**config.mk**
```make
export PLATFORM = sky130hd
export DESIGN_NAME = if_stage
export DESIGN_NICKNAME = d
export VERILOG_FILES = /design/src/rtl/if_stage.sv
export SDC_FILE = /design/constraint.sdc
export NUM_CORES = 1
export LEC_CHECK = 0
export ABC_AREA = 1
export ABC_CLOCK_PERIOD_IN_PS = 9350
export BUFFER_PORTS_ARGS = -buffer_cell sky130_fd_sc_hd__buf_2
export CAP_MARGIN = 30
export CORE_MARGIN = 2
export CORE_UTILIZATION = 59
export CTS_BUF_LIST = sky130_fd_sc_hd__clkbuf_4
export CTS_CLUSTER_SIZE = 12
export DETAILED_ROUTE_END_ITERATION = 8
export GPL_TIMING_DRIVEN = 0
export HOLD_SLACK_MARGIN = 0.12
export PLACE_DENSITY = 0.91
export SYNTH_ARGS = -nofsm -noshare
export SYNTH_HDL_FRONTEND = slang
export SYNTH_SLANG_ARGS = --single-unit
```
**constraint.sdc**
```tcl
create_clock -name clk_i -period 9.35 [get_ports clk_i]
set_input_delay 1.4025 -clock clk_i [delete_from_list [all_inputs] [get_ports clk_i]]
set_output_delay 1.4025 -clock clk_i [all_outputs]
set_load 0.05 [all_outputs]
```
**src/rtl/if_stage.sv**
```systemverilog
`default_nettype none
// ============================================================================
//  Module   : if_stage
//  Purpose  : Instruction-fetch stage. Holds the fetch PC, drives a single-
//             outstanding req/gnt/rvalid instruction-memory port and the
//             IF/ID register. Redirects squash wrong-path fetches; a stalled
//             ID stage never loses an instruction.
//  Ports    :
//     clk_i, rst_i        clock, asynchronous active-high reset
//     instr_req_o         memory request valid
//     instr_addr_o        request address (word aligned)
//     instr_gnt_i         request accepted this cycle
//     instr_rvalid_i      response valid this cycle
//     instr_rdata_i       response data
//     pc_mux_i            next-PC select (00/11 incr, 01 jal, 10 branch)
//     jal_addr_i          JAL/JALR target
//     branch_addr_i       branch target
//     stall_i             ID cannot accept; hold IF/ID register
//     instr_rdata_id_o    instruction to ID
//     pc_id_o             PC of instr_rdata_id_o
//     instr_valid_id_o    IF/ID register valid
//  Revision : 1.0  initial release
// ============================================================================
module if_stage #(
   parameter logic [31:0] BOOT_ADDR = 32'h0000_0000
) (
   input  logic        clk_i,
   input  logic        rst_i,
   output logic        instr_req_o,
   output logic [31:0] instr_addr_o,
   input  logic        instr_gnt_i,
   input  logic        instr_rvalid_i,
   input  logic [31:0] instr_rdata_i,
   input  logic [1:0]  pc_mux_i,
   input  logic [31:0] jal_addr_i,
   input  logic [31:0] branch_addr_i,
   input  logic        stall_i,
   output logic [31:0] instr_rdata_id_o,
   output logic [31:0] pc_id_o,
   output logic        instr_valid_id_o
);

   typedef enum logic [1:0] {
      ST_REQ  = 2'd0,
      ST_WAIT = 2'd1,
      ST_IDLE = 2'd2
   } state_t;

   state_t      state, state_nxt;
   logic [31:0] fetch_pc, fetch_pc_nxt;   // next address to be issued
   logic [31:0] req_addr, req_addr_nxt;   // address of request in REQ/WAIT
   logic        discard, discard_nxt;

   // One-entry skid: catches the single in-flight response that can land
   // while ID is stalled on an occupied slot.
   logic        skid_valid;
   logic [31:0] skid_rdata;
   logic [31:0] skid_pc;

   logic [31:0] target_raw;
   logic [31:0] target;
   logic        redirect;
   logic        slot_free;
   logic        resp_keep;
   logic        issue;

   assign target_raw = (pc_mux_i == 2'b01) ? jal_addr_i : branch_addr_i;
   assign target     = {target_raw[31:2], 2'b00};
   assign redirect   = instr_valid_id_o & ((pc_mux_i == 2'b01) | (pc_mux_i == 2'b10));
   assign slot_free  = ~instr_valid_id_o | ~stall_i;
   assign resp_keep  = (state == ST_WAIT) & instr_rvalid_i & ~discard & ~redirect;

   // ------------------------------------------------------------------------
   // Fetch FSM: next state, issue decision, PC bookkeeping
   // ------------------------------------------------------------------------
   always_comb begin
      state_nxt    = state;
      fetch_pc_nxt = fetch_pc;
      req_addr_nxt = req_addr;
      discard_nxt  = discard;
      issue        = 1'b0;

      case (state)
         ST_REQ: begin
            if (instr_gnt_i)
               state_nxt = ST_WAIT;
         end
         ST_WAIT: begin
            if (instr_rvalid_i) begin
               discard_nxt = 1'b0;
               // Redirect blocks issue: the first target fetch goes out a cycle later.
               if (slot_free & ~redirect)
                  issue = 1'b1;
               else
                  state_nxt = ST_IDLE;
            end
         end
         ST_IDLE: begin
            if (slot_free & ~redirect)
               issue = 1'b1;
         end
         default: state_nxt = ST_IDLE;
      endcase

      if (issue) begin
         state_nxt    = instr_gnt_i ? ST_WAIT : ST_REQ;
         req_addr_nxt = fetch_pc;
         fetch_pc_nxt = fetch_pc + 32'd4;
      end

      if (redirect) begin
         fetch_pc_nxt = target;
         // A request still in REQ, or one awaiting its response, is wrong-path.
         if ((state == ST_REQ) || ((state == ST_WAIT) && !instr_rvalid_i))
            discard_nxt = 1'b1;
      end
   end

   // The REQ state is held through reset, so the request is masked there.
   assign instr_req_o  = ~rst_i & ((state == ST_REQ) | issue);
   assign instr_addr_o = (state == ST_REQ) ? req_addr : fetch_pc;

   always_ff @(posedge clk_i or posedge rst_i) begin
      if (rst_i) begin
         state    <= ST_REQ;
         req_addr <= BOOT_ADDR;
         fetch_pc <= BOOT_ADDR + 32'd4;
         discard  <= 1'b0;
      end else begin
         state    <= state_nxt;
         req_addr <= req_addr_nxt;
         fetch_pc <= fetch_pc_nxt;
         discard  <= discard_nxt;
      end
   end

   // ------------------------------------------------------------------------
   // IF/ID register and skid entry
   // ------------------------------------------------------------------------
   always_ff @(posedge clk_i or posedge rst_i) begin
      if (rst_i) begin
         instr_rdata_id_o <= 32'd0;
         pc_id_o          <= 32'd0;
         instr_valid_id_o <= 1'b0;
         skid_valid       <= 1'b0;
         skid_rdata       <= 32'd0;
         skid_pc          <= 32'd0;
      end else if (redirect) begin
         instr_valid_id_o <= 1'b0;
         skid_valid       <= 1'b0;
      end else if (resp_keep && slot_free) begin
         instr_rdata_id_o <= instr_rdata_i;
         pc_id_o          <= req_addr;
         instr_valid_id_o <= 1'b1;
      end else if (resp_keep) begin
         skid_rdata <= instr_rdata_i;
         skid_pc    <= req_addr;
         skid_valid <= 1'b1;
      end else if (!stall_i) begin
         if (skid_valid) begin
            instr_rdata_id_o <= skid_rdata;
            pc_id_o          <= skid_pc;
            skid_valid       <= 1'b0;
         end else begin
            instr_valid_id_o <= 1'b0;
         end
      end
   end

endmodule
`default_nettype wire

```
==> out/metrics.yaml, run 1 <==
clocking:
  htree_levels: 4
  cts_buffers: 17
  cts_tree: "built"
  cts_max_path_buffers: 2
  clk_pin_slew_ns: 0.14
  cts_resized: 0
  post-cts-setup-buffers: 0
  clkLatencyLatePin_ns: 0.59
  clockRootBuffer: "clkbuf_4"
  clock_sinks: 189
  postCtsHoldBufs: 0
hold_path:
  hold_start: "skid_pc[29]$_DFFE_PP0P_"
  whs_endpoint: "skid_pc[29]$_DFFE_PP0P_"
  holdPathStages: 2
  min_path_type: "register to register"
job:
  timing.max_cap.violations: 0
critical_path:
  path_class: "input port to output port"
  cp_max_fo: 10
  r2r-start: "fetch_pc[2]$_DFFE_PP1P_"
  endpoint_kind: "output port"
  reg2reg_setup_slack_ns: 7.18
  r2r_cells: 9
  critPathLaunchType: "input port"
  crit_path_cell_trace: "buf_2, ha_1, inv_1, nand2_2, nand2_1, nor2_2, buf_2, nor2_1, nor2_1, buf_2"
  cp.arrival_ns: 3.35
  cpMostUsedCell: "buf_2"
  critPathSlowestCell: "ha_1"
  cp.required_ns: 7.95
  rr_endpoint: "fetch_pc[20]$_DFFE_PP0P_"
  critPathMaxStageDelay_ns: 0.37
global_routing:
  globalRouteTotalUtil: 0.3372
  grt_pass1_vias: 8802
  grt-ovfl-total: 0
  grt_max_degree: 97
  grt_antenna_before_repair: 2
  grt_pass1_wl_um: 44370
synthesis:
  ys_async_sr_fraction: 1.000
  syn_inst: 1258
  ys_seq_area_frac: 0.4999
  synthTopCellsByArea: "dfrtp_1 (50%), nand2_1 (12%), o21ai_0 (8.4%)"
  synth_edf_count: 0
  synthFlopType: "dfrtp_1"
  syn_area_per_cell_um2: 7.522
  yosys_warnings: 0
  yosysTopAreaCell: "dfrtp_1"
  synth_area_um2: 9463
  netlist-cell-type-count: 32
  synthDominantCellAreaShare: 0.4972
  ys_ff_latch: 189
cells_and_area:
  nets: 1581
  syn_to_final_growth_pct: 17.06
  drive_gt1_frac: 0.1844
  final_cells: 1704
floorplanning:
  die_h_um: 130.6
  die-area_um2: 17070
  die_w_um: 130.6
  coreArea_um2: 15770
  initial_utilization: 0.6000
  core.rowCount: 46
  ios: 201
pwr:
  power.internal_mw: 2.008
  powerDensity_nw_per_um2: 406.1
  combPwrFrac: 0.557
  leakagePower_nw: 5.337
  power_frac_clock: 0.112
  switchingPower_mw: 2.490
  power_frac_seq: 0.331
  vdd_drop_max_uv: 260.5
  swShare: 0.5537
detailed_routing:
  via_per_inst: 5.576
  drt_wl_total_um: 28170
  dr.pass1.iters: 6
  drt_iter0_markers: 1019
  ant_nets: 0
  vias: 9501
  routedWlPerCell_um: 16.53
  drc: 0
sta:
  fin_tns_setup_ns: 0
  max_slew.worst_pin.slew_ns: 0.6672
  setup_viol: 0
  period_needed_ns: 4.753
  hold_viol_final: 0
  clock_skew_ns: 0.02031
  maxClockFrequency_mhz: 210.4
  grt_setup_unrepaired: "false"
  slew_viol_final: 0
  max_slew_margin: 0.5552
  post-route-period-util: 0.5084
placed_design:
  place_inst: 1670
  gp_routability_congestion: 0.9803
  io_buffers: 192
  post-dp-hpwl_um: 21060
outcome:
  status: "finished, final reports clean"
[power groups by stage]
| stage | Combinational (mW) | Clock (mW) | Sequential [mW] |
|---|---|---|---|
| 2_1_floorplan | 1.37 | 0 | 1.89 |
| 3_3_place_gp | 2.41 | 0 | 1.47 |
| 3_5_place_dp | 2.47 | 0 | 1.49 |
| 4_1_cts | 2.49 | 0.502 | 1.48 |
| 5_1_grt | 2.72 | 0.532 | 1.53 |
| 6_report | 2.51 | 0.502 | 1.49 |
[routing by layer]
layer  global-route usage  wire [um]
met1               0.4696      11530
met2               0.5340      13260
met3              0.04682       2397
met4               0.1496        984
met5                    0          0
[cells in the mapped netlist, types with 2 or more instances]
cell type and number:
dfrtp_1 188, xor2_1 3, buf_2 27, clkbuf_1 38
nand3_1 96, inv_2 3, o21ai_0 158, o31ai_1 4
buf_4 10, nor3_1 3, ha_1 5, nor2_2 4
nor2_1 182, nand4_1 6, o21ai_1 28, inv_1 112
nand2_2 2, a211oi_1 3, o211ai_1 6, a31oi_1 31
nand2_1 309, a21oi_1 30
[stage by stage]
step	utilization	setup slack, ns	hold slack [ns]	instance area, um^2	power [mW]
2_1_floorplan	-	2.807	0.4591	9474	3.257
3_3_place_gp	0.6788	0.9462	0.4722	10710	3.881
3_5_place_dp	0.6811	4.695	0.4798	10740	3.964
4_1_cts	0.7021	4.678	0.5127	11070	4.468
5_1_grt	0.7024	4.507	0.5303	11080	4.778
6_report	0.7024	4.597	0.5130	11080	4.498
[cell families (layout without fill, tap and decap cells)]
logic type / count (synthesis) / in the layout / share of synthesized area
AOI/OAI and AO/OA: 264 / 264 / 0.1484
adders and majority gates: 5 / 5 / 0.006611
DFF: 189 / 189 / 0.4999
other: 1 / 6 / 0.0003963
and+or+nand+nor: 605 / 605 / 0.2586
buffers and inverters: 191 / 416 / 0.08330
xor gates and xnor gates: 3 / 3 / 0.002777
[cells in the final DEF (no fill, tap or decap), types with 4 or more instances in the layout]
cell	count
clkbuf_1	38
o211ai_1	6
nand2_1	309
buf_4	10
nand4_1	6
buf_2	219
o31ai_1	4
dfrtp_1	188
o21ai_1	28
conb_1	4
a31oi_1	31
a21oi_1	30
o21ai_0	158
nor2_1	182
ha_1	5
inv_1	111
nand3_1	96
clkbuf_4	17
nor2_2	4
[layout make-up]
| cell class | count | area, um^2 |
|---|---|---|
| Sequential cell | 189 | 4731 |
| Fill cell | 1295 | 4693 |
| Multi-Input combinational cell | 881 | 3955 |
| Timing Repair Buffer | 193 | 988.4 |
| Inverter | 115 | 439.2 |
| Buffer | 76 | 356.6 |
| Tap cell | 216 | 270.3 |
| Clock inverter | 15 | 203.9 |
| Clock buffer | 17 | 127.6 |
| Antenna cell | 2 | 5.005 |
[worst max path at each step]
| stage | start | cells after the start | end | slack (ns) |
|---|---|---|---|---|
| final | pc_mux_i[0] | 10 | instr_req_o | 4.60 |
| after global routing | pc_mux_i[1] | 11 | instr_req_o | 4.51 |
| after CTS | pc_mux_i[0] | 10 | instr_req_o | 4.68 |
| after detailed placement | pc_mux_i[1] | 11 | instr_req_o | 4.69 |
| after global placement | rst_i | 2 | pc_id_o[20]$_DFFE_PP0P_ | 0.95 |
| after floorplan | rst_i | 1 | discard$_DFF_PP0_ | 2.81 |
[state kept, by name, indices dropped and copies added, names as in the netlist]
signal	cells
skid_valid	1
skid_rdata	32
skid_pc	30
pc_id_o	30
state	2
fetch_pc	30
instr_rdata_id_o	32
instr_valid_id_o	1
discard	1
req_addr	30
[critical path, delay by kind of cell]
kind | cells | cell delay [ns]
buf+inv | 4 | 0.79
simple gates | 5 | 0.78
fa+ha+maj | 1 | 0.37
No activity file was read; power rests on OpenSTA's default activity.
==> run 2, diff against run 1 <==
Settings changed: ABC_CLOCK_PERIOD_IN_PS 9350 to 4000, CORE_UTILIZATION 59 to 51, PLACE_DENSITY 0.91 to 0.84.
Clock period 9.35 ns to 4 ns, I/O delays scaled along.
==> run 2 against run 1 <==
  * Count of clock-buffer cells in the layout rose by 1
  * Total power rose by 130%
  * Register-to-register slack got worse by 5.4 ns
  * Critical endpoint unchanged
  * Highest routed layer unchanged
==> out/metrics.yaml, run 2 (synthesized netlist as in run 1, its figures left out) <==
floorplanning:
  ios: 201  # unchanged
  die_h_um: 140.2  # was 130.6 um
  initial_utilization: 0.5232  # was 0.6000
  core.rowCount: 49  # was 46
  coreArea_um2: 18090  # was 15770 um^2
  die-area_um2: 19660  # was 17070 um^2
  die_w_um: 140.2  # was 130.6 um
clocking:
  clkLatencyLatePin_ns: 0.59  # about the same
  htree_levels: 4  # unchanged
  cts_max_path_buffers: 2  # unchanged
  clockRootBuffer: "clkbuf_4"  # unchanged
  clock_sinks: 189  # unchanged
  post-cts-setup-buffers: 0  # unchanged
  cts_buffers: 17  # unchanged
  clk_pin_slew_ns: 0.18  # was 0.14 ns
  cts_tree: "built"  # unchanged
  postCtsHoldBufs: 0  # unchanged
  cts_resized: 0  # unchanged
pwr:
  leakagePower_nw: 5.337  # about the same
  p_total_mw: 10.38  # was 4.498 mW
  vdd_drop_max_uv: 545.9  # was 260.5 uV
  powerDensity_nw_per_um2: 934.9  # was 406.1 nW/um^2
detailed_routing:
  via_per_inst: 5.365  # was 5.576
  vias: 9227  # was 9501
  routedWlPerCell_um: 16.23  # was 16.53 um
  drt_iter0_markers: 898  # was 1019
  drt_wl_total_um: 27920  # was 28170 um
  ant_nets: 0  # unchanged
  dr.pass1.iters: 6  # unchanged
  drc: 0  # unchanged
global_routing:
  grt-ovfl-total: 0  # unchanged
  grt_max_degree: 45  # was 97
  grt_pass1_wl_um: 44220  # was 44370 um
  grt_antenna_before_repair: 2  # unchanged
  globalRouteTotalUtil: 0.2838  # was 0.3372
  grt_pass1_vias: 8628  # was 8802
cells_and_area:
  reg.largest.list: "instr_rdata_id_o: 32 flops, skid_rdata: 32 flops"  # unchanged
  nets: 1584  # was 1581
  syn_to_final_growth_pct: 17.28  # was 17.06%
  layout_commonest_cell: "nand2_1"  # unchanged
  final_core_util: 0.6136  # was 0.7024
  final_cell_mix: "nand2_1 (309), buf_2 (219), dfrtp_1 (188)"  # unchanged
  drive_gt1_frac: 0.1860  # was 0.1844
  fillers: 1608  # was 1295
  final_cells: 1720  # was 1704
critical_path:
  rr_endpoint: "req_addr[9]$_DFFE_PP0P_"  # was fetch_pc[20]$_DFFE_PP0P_
  cp.required_ns: 3.40  # was 7.95 ns
  reg2reg_setup_slack_ns: 1.77  # was 7.18 ns
  path_class: "register to output port"  # was input port to output port
  r2r-start: "state[1]$_DFFE_PP0P_"  # was fetch_pc[2]$_DFFE_PP1P_
  critPathLaunchType: "register"  # was input port
  cp.arrival_ns: 2.69  # was 3.35 ns
  endpoint_kind: "output port"  # unchanged
  cp_max_fo: 10  # unchanged
  r2r_cells: 9  # unchanged
placed_design:
  gp_routability_congestion: 0.9828  # was 0.9803
  place_inst: 1686  # was 1670
  post-dp-hpwl_um: 21570  # was 21060 um
  io_buffers: 192  # unchanged
hold_path:
  min_path_type: "input port to asynchronous set/reset pin"  # was register to register
sta:
  post-route-period-util: 0.8228
  fin_tns_setup_ns: 0  # unchanged
  max_slew.worst_pin.slew_ns: 0.9164  # was 0.6672 ns
  setup_viol: 0  # unchanged
  period_needed_ns: 3.291
  max_slew_margin: 0.3877  # was 0.5552
  whs_ns: 0.1851  # was 0.5130 ns
  slew_viol_final: 0  # unchanged
  clock_skew_ns: 0.02421  # was 0.02031 ns
  grt_setup_unrepaired: "false"  # unchanged
  maxClockFrequency_mhz: 303.8
  hold_viol_final: 0  # unchanged
outcome:
  status: "finished, final reports clean"  # unchanged
job:
  timing.max_cap.violations: 0  # unchanged
run 2: power by group:
| group | switching (mW) | internal, mW | total [mW] |
|---|---|---|---|
| sequential | 0.669 | 2.81 | 3.48 |
| combinational | 4.41 | 1.43 | 5.84 |
| clock | 0.717 | 0.341 | 1.06 |
run 2: cell type report:
| cell class | instances | area, um^2 | area share |
|---|---|---|---|
| Sequential cell | 189 | 4731 | 0.4263 |
| Tap cell | 229 | 286.5 | 0.02582 |
| Buffer | 76 | 356.6 | 0.03213 |
| Antenna cell | 2 | 5.005 | 0.0004510 |
| Clock buffer | 18 | 135.1 | 0.01218 |
| Clock inverter | 14 | 152.6 | 0.01375 |
| Timing Repair Buffer | 196 | 1041 | 0.09380 |
| Multi-Input combinational cell | 881 | 3955 | 0.3564 |
| Inverter | 115 | 435.4 | 0.03923 |
run 2: worst max-delay path by stage:
stage | from | to | slack (ns)
floorplan | rst_i | discard$_DFF_PP0_ | 0.97
global placement | rst_i | pc_id_o[21]$_DFFE_PP0P_ | -0.07
detailed placement | pc_mux_i[0] | instr_req_o | 0.96
CTS | state[1]$_DFFE_PP0P_ | instr_req_o | 0.72
global route | state[1]$_DFFE_PP0P_ | instr_req_o | 0.55
finish | state[1]$_DFFE_PP0P_ | instr_req_o | 0.71
run 2: per-stage QoR:
stage	cell area [um^2]	setup WS [ns]
after floorplan	9478	0.9663
after global placement	10730	-0.07294
after detailed placement	10810	0.9618
after CTS	11090	0.7224
after global routing	11100	0.5461
final	11100	0.7088
run 2: metal layers:
metal / GRT usage / routed length, um / vias up
met5: 0 / 0 / -
met4: 0.09995 / 773 / 0
met3: 0.04923 / 2175 / 62
met2: 0.4502 / 12760 / 450
met1: 0.3972 / 12210 / 4219
li1: - / - / 4496
run 2: worst max-delay path: stages, from the launching register on:
cell     delay, ns
dfrtp_1       0.44
inv_1         0.08
ha_1          0.21
nand2_1       0.15
nand2_1       0.09
nand2_1       0.07
nor2_2        0.21
buf_2         0.34
nor2_1        0.10
nor2_1        0.15
buf_2         0.28
==> run 3, diff against run 2 <==
Settings changed: ABC_CLOCK_PERIOD_IN_PS 4000 to 2700.
Clock period 4 ns to 2.7 ns, I/O delays scaled along.
==> run 3 against run 2 <==
  * The flow now finishes with violations (design-rule violations)
  * Core utilization rose by 2.7 points
  * Clock skew rose by 0.0025 ns
  * Final cell count rose by 2.4%
  * Clock power rose by 48%
  * Critical path depth fell by 5
  * Combinational power rose by 55%
  * Sequential share of layout area fell by 1.8 points
  * Critical path type unchanged
  * Largest cell class unchanged
  * Largest power group unchanged
==> out/metrics.yaml, run 3 (synthesized netlist as in run 1, its figures left out) <==
outcome:
  status: "finished, violations left"  # was finished, final reports clean
  violations: "design-rule violations"
floorplanning:
  die_h_um: 140.2  # unchanged
  die-area_um2: 19660  # unchanged
  die_w_um: 140.2  # unchanged
  initial_utilization: 0.5232  # unchanged
  core.rowCount: 49  # unchanged
  ios: 201  # unchanged
  coreArea_um2: 18090  # unchanged
sta:
  max_slew.worst_pin.slew_ns: 0.9332  # was 0.9164 ns
  setup_viol: 0  # unchanged
  period_needed_ns: 2.662
  clock_skew_ns: 0.02671  # was 0.02421 ns
  slew_viol_final: 0  # unchanged
  max_slew_margin: 0.3765  # was 0.3877
  post-route-period-util: 0.9860
  finalWorstSetupSlack_ns: 0.03778  # was 0.7088 ns
  fin_tns_setup_ns: 0  # unchanged
  hold_viol_final: 0  # unchanged
  maxClockFrequency_mhz: 375.6
global_routing:
  grt_pass1_wl_um: 45920  # was 44220 um
  globalRouteTotalUtil: 0.2950  # was 0.2838
  grt_max_degree: 45  # unchanged
  grt_pass1_vias: 8933  # was 8628
  grt_antenna_before_repair: 2  # unchanged
  grt-ovfl-total: 0  # unchanged
placed_design:
  dpl_cell_area_um2: 10810  # unchanged
  gp_routability_congestion: 0.9828  # unchanged
  post-dp-hpwl_um: 21570  # unchanged
  pre_cts_slack_ns: 0.05177  # was 0.9618 ns
  io_buffers: 192  # unchanged
detailed_routing:
  routedWlPerCell_um: 16.71  # was 16.23 um
  drt_iter0_markers: 980  # was 898
  drc: 1  # was 0
  ant_nets: 0  # unchanged
  via_per_inst: 5.430  # was 5.365
  drt_wl_total_um: 29430  # was 27920 um
  vias: 9563  # was 9227
  dr.pass1.iters: 8  # was 6
pwr:
  switchingPower_mw: 8.768  # was 5.793 mW
  power_frac_seq: 0.328  # was 0.336
  power.internal_mw: 7.032  # was 4.583 mW
  powerDensity_nw_per_um2: 1365  # was 934.9 nW/um^2
  vdd_drop_max_uv: 862.0  # was 545.9 uV
  p_total_mw: 15.80  # was 10.38 mW
  leakagePower_nw: 5.536  # was 5.337 nW
  power_frac_clock: 0.100  # was 0.102
  combPwrFrac: 0.573  # was 0.563
  swShare: 0.5550  # was 0.5583
clocking:
  clk_pin_slew_ns: 0.17  # was 0.18 ns
  cts_buffers: 17  # unchanged
  cts_max_path_buffers: 2  # unchanged
  clockRootBuffer: "clkbuf_4"  # unchanged
  clkLatencyLatePin_ns: 0.61  # was 0.59 ns
  htree_levels: 4  # unchanged
  clock_sinks: 189  # unchanged
  cts_tree: "built"  # unchanged
cells_and_area:
  drive_gt1_frac: 0.1941  # was 0.1860
  reg.largest.list: "instr_rdata_id_o: 32 flops, skid_rdata: 32 flops"  # unchanged
  nets: 1625  # was 1584
  syn_to_final_growth_pct: 22.36  # was 17.28%
  layout_commonest_cell: "nand2_1"  # unchanged
  fillers: 1503  # was 1608
  final_cell_mix: "nand2_1 (308), buf_2 (210), dfrtp_1 (188)"  # was nand2_1 (309), buf_2 (219), dfrtp_1 (188)
  design_area_um2: 11580  # was 11100 um^2
  final_core_util: 0.6402  # was 0.6136
critical_path:
  cp.required_ns: 2.30  # was 3.40 ns
  cp_max_fo: 10  # unchanged
  path_class: "register to output port"  # unchanged
  critPathSlowestCell: "dfrtp_1"  # unchanged
  endpoint_kind: "output port"  # unchanged
  critPathLaunchType: "register"  # unchanged
  cp.buffers_inverters: 3  # unchanged
  cpLargestDelayFamily: "buffers and inverters"  # was simple AND/OR/NAND/NOR gates
  cp.arrival_ns: 2.26  # was 2.69 ns
  crit_path_cell_trace: "inv_2, ha_4, clkbuf_2, o21ai_0, clkbuf_4"  # was inv_1, ha_1, nand2_1, nand2_1, nand2_1, nor2_2, buf_2, nor2_1, nor2_1, buf_2
  critPathMaxStageDelay_ns: 0.47  # was 0.44 ns
job:
  timing.max_cap.violations: 0  # unchanged
hold_path:
  min_path_type: "input port to register"  # was input port to asynchronous set/reset pin
[run 3: changes by cell type in the layout (fill, tap and decap cells not counted), sizes merged]
cell / before / now
inv: 121 / 120
dlygate4sd3: 0 / 34
clkinvlp: 2 / 3
buf: 234 / 238
clkbuf: 56 / 59
[run 3: final timing paths]
path	startpoint	end	slack, ns	cells after the start
worst min register to register	skid_pc[22]$_DFFE_PP0P_	skid_pc[22]$_DFFE_PP0P_	0.51	2
worst max register to register	state[1]$_DFFE_PP0P_	fetch_pc[31]$_DFFE_PP0P_	0.47	11
max in group asynchronous	rst_i	req_addr[26]$_DFFE_PP0P_	0.86	6
worst min-delay path	branch_addr_i[20]	fetch_pc[20]$_DFFE_PP0P_	0.15	5
worst max-delay path	state[0]$_DFFE_PP0P_	instr_addr_o[11]	0.04	5
min in group asynchronous	rst_i	instr_rdata_id_o[13]$_DFFE_PP0P_	0.57	3
[run 3: layout make-up]
class / instances / area [um^2] / share of cell area
sequential: 189 / 4731 / 0.4086
multi-input combinational: 881 / 3990 / 0.3446
timing repair buffer: 238 / 1468 / 0.1268
inverter: 115 / 439.2 / 0.03793
buffer: 75 / 371.6 / 0.03209
tap: 229 / 286.5 / 0.02475
clock inverter: 14 / 152.6 / 0.01318
clock buffer: 18 / 135.1 / 0.01167
antenna: 2 / 5.005 / 0.0004322
[run 3: layer usage]
metal  up-vias  global-route usage  wire, um
li1       4572                   -         -
met1      4399              0.4057     12560
met2       509              0.4734     13640
met3        83             0.04752      2294
met4         0              0.1154       922
met5         -                   0         0
[run 3: through the flow]
stage	hold slack, ns	instances
global route	0.1452	1761
floorplan	0.4591	1261
global placement	0.4742	1682
CTS	0.1247	1752
detailed placement	0.4798	1686
finish	0.1521	1761
[run 3: what timing repair did]
action / 4_1_cts / 5_1_grt
buffers inserted: 1 / 7
setup endpoints to repair: 31 / 22
pin swaps: 2 / 1
endpoints found under the hold margin: 99 / 0
hold buffers: 34 / 0
resized for setup: 14 / 24
[run 3: worst reg2reg max path, delay by kind of cell, from the launching register on]
| family | cells | cell delay (ns) |
|---|---|---|
| flip-flops | 1 | 0.44 |
| adder cells (fa/ha/maj) | 1 | 0.18 |
| AO/OA/AOI/OAI | 1 | 0.17 |
| AND/OR/NAND/NOR | 6 | 0.79 |
| buffers and inverters | 3 | 0.57 |
[run 3: power groups by stage]
| stage | clock network, mW | logic (mW) | registers, mW |
|---|---|---|---|
| floorplan | 0 | 4.74 | 6.54 |
| global placement | 0 | 8.38 | 5.11 |
| detailed placement | 0 | 8.57 | 5.19 |
| CTS | 1.57 | 8.71 | 5.12 |
| global route | 1.68 | 9.70 | 5.32 |
| finish | 1.57 | 9.05 | 5.17 |
